--- src/rtl/complemento_serial.sv ---
`timescale 1ns/1ps
`default_nettype none
// ============================================================================
// Module      : complemento_serial
// Description : Bit-serial ones'/two's complement unit. Latches a WIDTH-bit
//               operand on start, emits the result one bit per clock (LSB
//               first) into a result register, then pulses done for one cycle
//               together with zero and overflow flags.
// Revision    : 1.0 - initial release
// ============================================================================
module complemento_serial #(
    parameter int WIDTH = 4
) (
    input  logic             clk,
    input  logic             rst,
    input  logic             start,
    input  logic             mode,
    input  logic [WIDTH-1:0] din,
    output logic             busy,
    output logic             done,
    output logic [WIDTH-1:0] dout,
    output logic             zero,
    output logic             ovf
);

    localparam int CW = $clog2(WIDTH + 1);
    localparam logic [CW-1:0] C_LAST = CW'(WIDTH - 1);
    localparam logic [CW-1:0] C_ONE  = CW'(1);

    typedef enum logic [1:0] {
        S_IDLE  = 2'd0,
        S_SHIFT = 2'd1,
        S_DONE  = 2'd2
    } state_t;

    state_t           r_state;
    logic [WIDTH-1:0] r_sreg;
    logic [WIDTH-1:0] r_res;
    logic [CW-1:0]    r_cnt;
    logic             r_mode;
    logic             r_seen_one;
    logic             r_busy;
    logic             r_done;
    logic [WIDTH-1:0] r_dout;
    logic             r_zero;
    logic             r_ovf;

    logic             w_bit;
    logic             w_res_bit;
    logic [WIDTH-1:0] w_res_next;
    logic             w_last;
    logic             w_ovf;

    // Serial complement datapath for the bit currently at the bottom of the
    // shift register. Two's complement copies bits up to and including the
    // first 1, then inverts the rest. Overflow is the case where the only 1
    // in the operand is its MSB, i.e. no 1 has been seen before the last bit.
    always_comb begin
        w_bit      = r_sreg[0];
        w_res_bit  = r_mode ? (r_seen_one ? ~w_bit : w_bit) : ~w_bit;
        w_res_next = {w_res_bit, r_res[WIDTH-1:1]};
        w_last     = (r_cnt == C_LAST);
        w_ovf      = r_mode & ~r_seen_one & w_bit;
    end

    // Control FSM, shift/count registers and registered result flags.
    // The edge that leaves DONE also samples start, so a held start gives
    // back-to-back operations every WIDTH+1 clocks.
    always_ff @(posedge clk or posedge rst) begin
        if (rst) begin
            r_state    <= S_IDLE;
            r_sreg     <= '0;
            r_res      <= '0;
            r_cnt      <= '0;
            r_mode     <= 1'b0;
            r_seen_one <= 1'b0;
            r_busy     <= 1'b0;
            r_done     <= 1'b0;
            r_dout     <= '0;
            r_zero     <= 1'b0;
            r_ovf      <= 1'b0;
        end else begin
            case (r_state)
                S_IDLE: begin
                    if (start) begin
                        r_sreg     <= din;
                        r_mode     <= mode;
                        r_seen_one <= 1'b0;
                        r_cnt      <= '0;
                        r_res      <= '0;
                        r_busy     <= 1'b1;
                        r_state    <= S_SHIFT;
                    end
                end
                S_SHIFT: begin
                    r_sreg     <= {1'b0, r_sreg[WIDTH-1:1]};
                    r_seen_one <= r_seen_one | w_bit;
                    r_res      <= w_res_next;
                    r_cnt      <= r_cnt + C_ONE;
                    if (w_last) begin
                        r_dout  <= w_res_next;
                        r_done  <= 1'b1;
                        r_zero  <= (w_res_next == '0);
                        r_ovf   <= w_ovf;
                        r_state <= S_DONE;
                    end
                end
                S_DONE: begin
                    r_done <= 1'b0;
                    if (start) begin
                        r_sreg     <= din;
                        r_mode     <= mode;
                        r_seen_one <= 1'b0;
                        r_cnt      <= '0;
                        r_res      <= '0;
                        r_busy     <= 1'b1;
                        r_state    <= S_SHIFT;
                    end else begin
                        r_busy  <= 1'b0;
                        r_state <= S_IDLE;
                    end
                end
                default: begin
                    r_done  <= 1'b0;
                    r_busy  <= 1'b0;
                    r_state <= S_IDLE;
                end
            endcase
        end
    end

    // Output ports are direct copies of registers.
    always_comb begin
        busy = r_busy;
        done = r_done;
        dout = r_dout;
        zero = r_zero;
        ovf  = r_ovf;
    end

endmodule
`default_nettype wire

--- config.mk ---
export PLATFORM = sky130hd
export DESIGN_NAME = complemento_serial
export DESIGN_NICKNAME = d
export VERILOG_FILES = /design/src/rtl/complemento_serial.sv
export SDC_FILE = /design/constraint.sdc
export NUM_CORES = 1
export LEC_CHECK = 0
export ABC_AREA = 1
export CAP_MARGIN = 25
export CORE_UTILIZATION = 40
export CTS_BUF_LIST = sky130_fd_sc_hd__clkbuf_16
export CTS_CLUSTER_SIZE = 10
export DETAILED_ROUTE_END_ITERATION = 10
export PLACE_DENSITY = 0.7
export SKIP_CTS_REPAIR_TIMING = 1
export SLEW_MARGIN = 40
export SYNTH_ARGS = -nofsm -noshare
export SYNTH_HDL_FRONTEND = slang
export SYNTH_SLANG_ARGS = --single-unit
--- constraint.sdc ---
create_clock -name clk -period 1.73 [get_ports clk]
set_input_delay 0.4325 -clock clk [delete_from_list [all_inputs] [get_ports clk]]
set_output_delay 0.4325 -clock clk [all_outputs]
set_load 0.03 [all_outputs]
==> results.py <==
metrics = {
    "routing": {
        "top_layer": "met4",
        "viasPerCell": 4.63,
        "num_vias": 685,
        "wl_met1_um": 848,
        "firstDrtPassIters": 2,
        "drc_errors": 0,
        "routedWlPerCell_um": 11.3,
        "ant_nets": 0,
        "initialDrtViolationCount": 8,
        "met3WireLength_um": 75,
        "drt-total-wl_um": 1680,
        "route.met2.wl_um": 729,
    },
    "sta": {
        "fmax_mhz": 742,
        "fin_hold_ws_ns": 0.473,
        "hold_viol_final": 0,
        "drv_slew": 0,
        "skew_ns": 0.00472,
        "worst_pin_slew_ns": 0.322,
        "rsz0062_at_grt": "false",
        "layout_setup_ws_ns": 0.383,
        "period_share": 0.779,
        "tns_ns": 0,
        "setup_viol": 0,
        "period_minus_slack_ns": 1.35,
        "max-slew-margin-rel": 0.785,
    },
    "synthesis": {
        "yosysUniqueCellTypes": 16,
        "synth_compound_area_frac": 0.109,
        "synth_top_family_by_area": "simple AND/OR/NAND/NOR gates",
        "synth_nets": 113,
        "ys_seq_area_frac": 0.568,
        "synth-simple-area-share": 0.211,
        "postSynthAreaPerCell_um2": 9.49,
        "postSynthCellCount": 102,
        "ys_warn_count": 0,
        "ys_seq_elements": 22,
        "synth-xor-area-share": 0,
        "synth.cell_area_um2": 968,
        "synth_fa_ha_area_frac": 0.0388,
        "muxShareOfSynthArea": 0,
    },
    "finish": {
        "seq_area_um2": 551,
        "multi_input_area_um2": 347,
        "instances_no_fill": 148,
        "fill_cells": 203,
        "fin_util": 0.560,
        "syn_to_final_growth_pct": 30.5,
        "diodes": 0,
        "drive_above_1_share": 0.158,
        "fin_nets": 132,
        "final_cell_area_mm2": 0.00126,
    },
    "setup_path": {
        "startpoint_type": "primary input",
        "crit_path_end": "r_sreg[1]",
        "r2r_setup_slack_ns": 0.39,
        "startpoint": "start",
        "crit_type": "primary input to flop",
        "cp_max_fo": 11,
        "cp-end-kind": "flop",
        "worstPathArrival_ns": 1.49,
        "rr_startpoint": "r_cnt[0]",
        "r2r_end": "dout[2]",
        "required_ns": 1.87,
        "rr_worst_depth": 5,
    },
    "pwr": {
        "leakagePower_nw": 0.720,
        "total_power_mw": 2.68,
        "swShare": 0.387,
        "p_comb_frac": 0.427,
        "power_density_mw_per_mm2": 2120,
        "p_int_mw": 1.64,
        "ir_worst_vdd_mv": 1.03,
        "pwr-share-seq": 0.336,
        "power_switching_mw": 1.04,
        "p_clk_frac": 0.237,
    },
    "clock_tree": {
        "cts_sinks": 22,
        "cts_tree": "built",
        "cts_made_buffers": 3,
        "cts_root_buf": "clkbuf_16",
        "clk_pin_slew_ns": 0.06,
        "insertion_delay_ns": 0.25,
        "h-tree-depth": 1,
        "cts.path.max_buffers": 2,
    },
    "placement": {
        "dp.cells": 144,
        "pre_cts_slack_ns": 0.120,
        "port_buffers": 15,
        "placed_cell_area_mm2": 0.00114,
        "dpl.hpwl_um": 1200,
        "gp_congestion": 0.838,
    },
    "die": {
        "io_pins": 16,
        "die_area_mm2": 0.00262,
        "initial_core_util": 0.430,
        "fp.coreArea_mm2": 0.00225,
        "die_h_um": 51.2,
        "placementRows": 17,
        "die_x_um": 51.2,
    },
    "run": {
        "timing.max_cap.violations": 0,
    },
    "grt": {
        "grt_max_degree": 23,
        "grt_pass1_vias": 656,
        "grt_overflow": 0,
        "antenna_found_initial": 0,
        "grt.total_usage": 0.148,
        "grt_pass1_wl_um": 2850,
    },
    "status": {
        "status": "finished clean",
    },
    "hold_path": {
        "hold_class": "flop to flop",
    },
}
cell families (layout without fill, tap and decap cells):
family | Yosys count | after routing
adders and majority gates | 3 | 3
AOI/OAI and AO/OA | 14 | 14
DFF | 22 | 22
buffers and inverters | 15 | 33
and+or+nand+nor | 48 | 48
cell usage after synthesis:
| master | instances | area, µm² |
|---|---|---|
| ha_1 | 3 | 37.5 |
| o22ai_1 | 4 | 25.0 |
| nor3_1 | 1 | 5.00 |
| nand3_1 | 4 | 20.0 |
| nor2_4 | 1 | 11.3 |
| inv_1 | 12 | 45.0 |
| dfrtp_1 | 22 | 551 |
| nand2_1 | 35 | 131 |
| a21oi_2 | 1 | 8.76 |
| a21oi_1 | 1 | 5.00 |
| o21ai_0 | 1 | 5.00 |
| buf_6 | 2 | 22.5 |
| inv_2 | 1 | 3.75 |
| nand2_2 | 4 | 25.0 |
| o21ai_2 | 7 | 61.3 |
| nor2_1 | 3 | 11.3 |
placed cells by master (no fill, tap or decap):
| cell | instances |
|---|---|
| nor3_1 | 1 |
| o21ai_2 | 7 |
| bufinv_16 | 1 |
| dlymetal6s2s_1 | 8 |
| clkbuf_16 | 3 |
| a21oi_1 | 1 |
| inv_2 | 1 |
| o22ai_1 | 4 |
| nand2_1 | 35 |
| o21ai_0 | 1 |
| ha_1 | 3 |
| nand3_1 | 4 |
| inv_1 | 12 |
| buf_4 | 1 |
| nand2_2 | 4 |
| nor2_4 | 1 |
| dfrtp_1 | 22 |
| a21oi_2 | 1 |
| nor2_1 | 3 |
| clkdlybuf4s50_1 | 7 |
worst max-delay path, stage by stage:
cell	delay [ns]
clkdlybuf4s50_1	0.49
nand2_2	0.10
nand2_2	0.22
inv_1	0.12
nand2_1	0.07
nand2_1	0.05
power groups by stage:
stage / registers [mW] / clock network, mW / logic (mW)
floorplan: 1.05 / 0 / 0.712
global placement: 0.899 / 0 / 1.15
detailed placement: 0.904 / 0 / 1.17
CTS: 0.900 / 0.647 / 1.17
global route: 0.927 / 0.664 / 1.29
finish: 0.900 / 0.636 / 1.14
layout make-up:
cell class              instances  area share
repair buffers                 16       0.141
clock buffers                   3      0.0594
multi-input cells              65       0.274
well taps                      28      0.0277
inverters                      13      0.0386
clock inverters                 1      0.0238
flip-flops and latches         22       0.436
worst min-delay path by stage:
stage / start / endpoint / slack, ns / cells after the start
2_1_floorplan: rst / busy / 0.42 / 1
3_3_place_gp: r_sreg[2] / r_sreg[2] / 0.46 / 2
3_5_place_dp: dout[3] / dout[3] / 0.47 / 2
4_1_cts: r_sreg[3] / r_sreg[3] / 0.48 / 2
5_1_grt: r_sreg[3] / r_sreg[3] / 0.49 / 2
6_report: zero / zero / 0.47 / 2
flip-flops by register name, indices dropped and copies added, names as in the netlist:
name / cells
dout: 4
r_sreg: 4
r_cnt: 3
r_res: 3
r_state: 2
busy: 1
done: 1
ovf: 1
r_mode: 1
r_seen_one: 1
zero: 1
routing by layer:
metal | vias to the layer above | GRT usage
met5 | - | 0
met4 | 0 | 0.0556
met3 | 4 | 0.0357
met2 | 17 | 0.213
met1 | 309 | 0.215
li1 | 355 | -
Note: power is estimated with default switching activity, not from simulation.
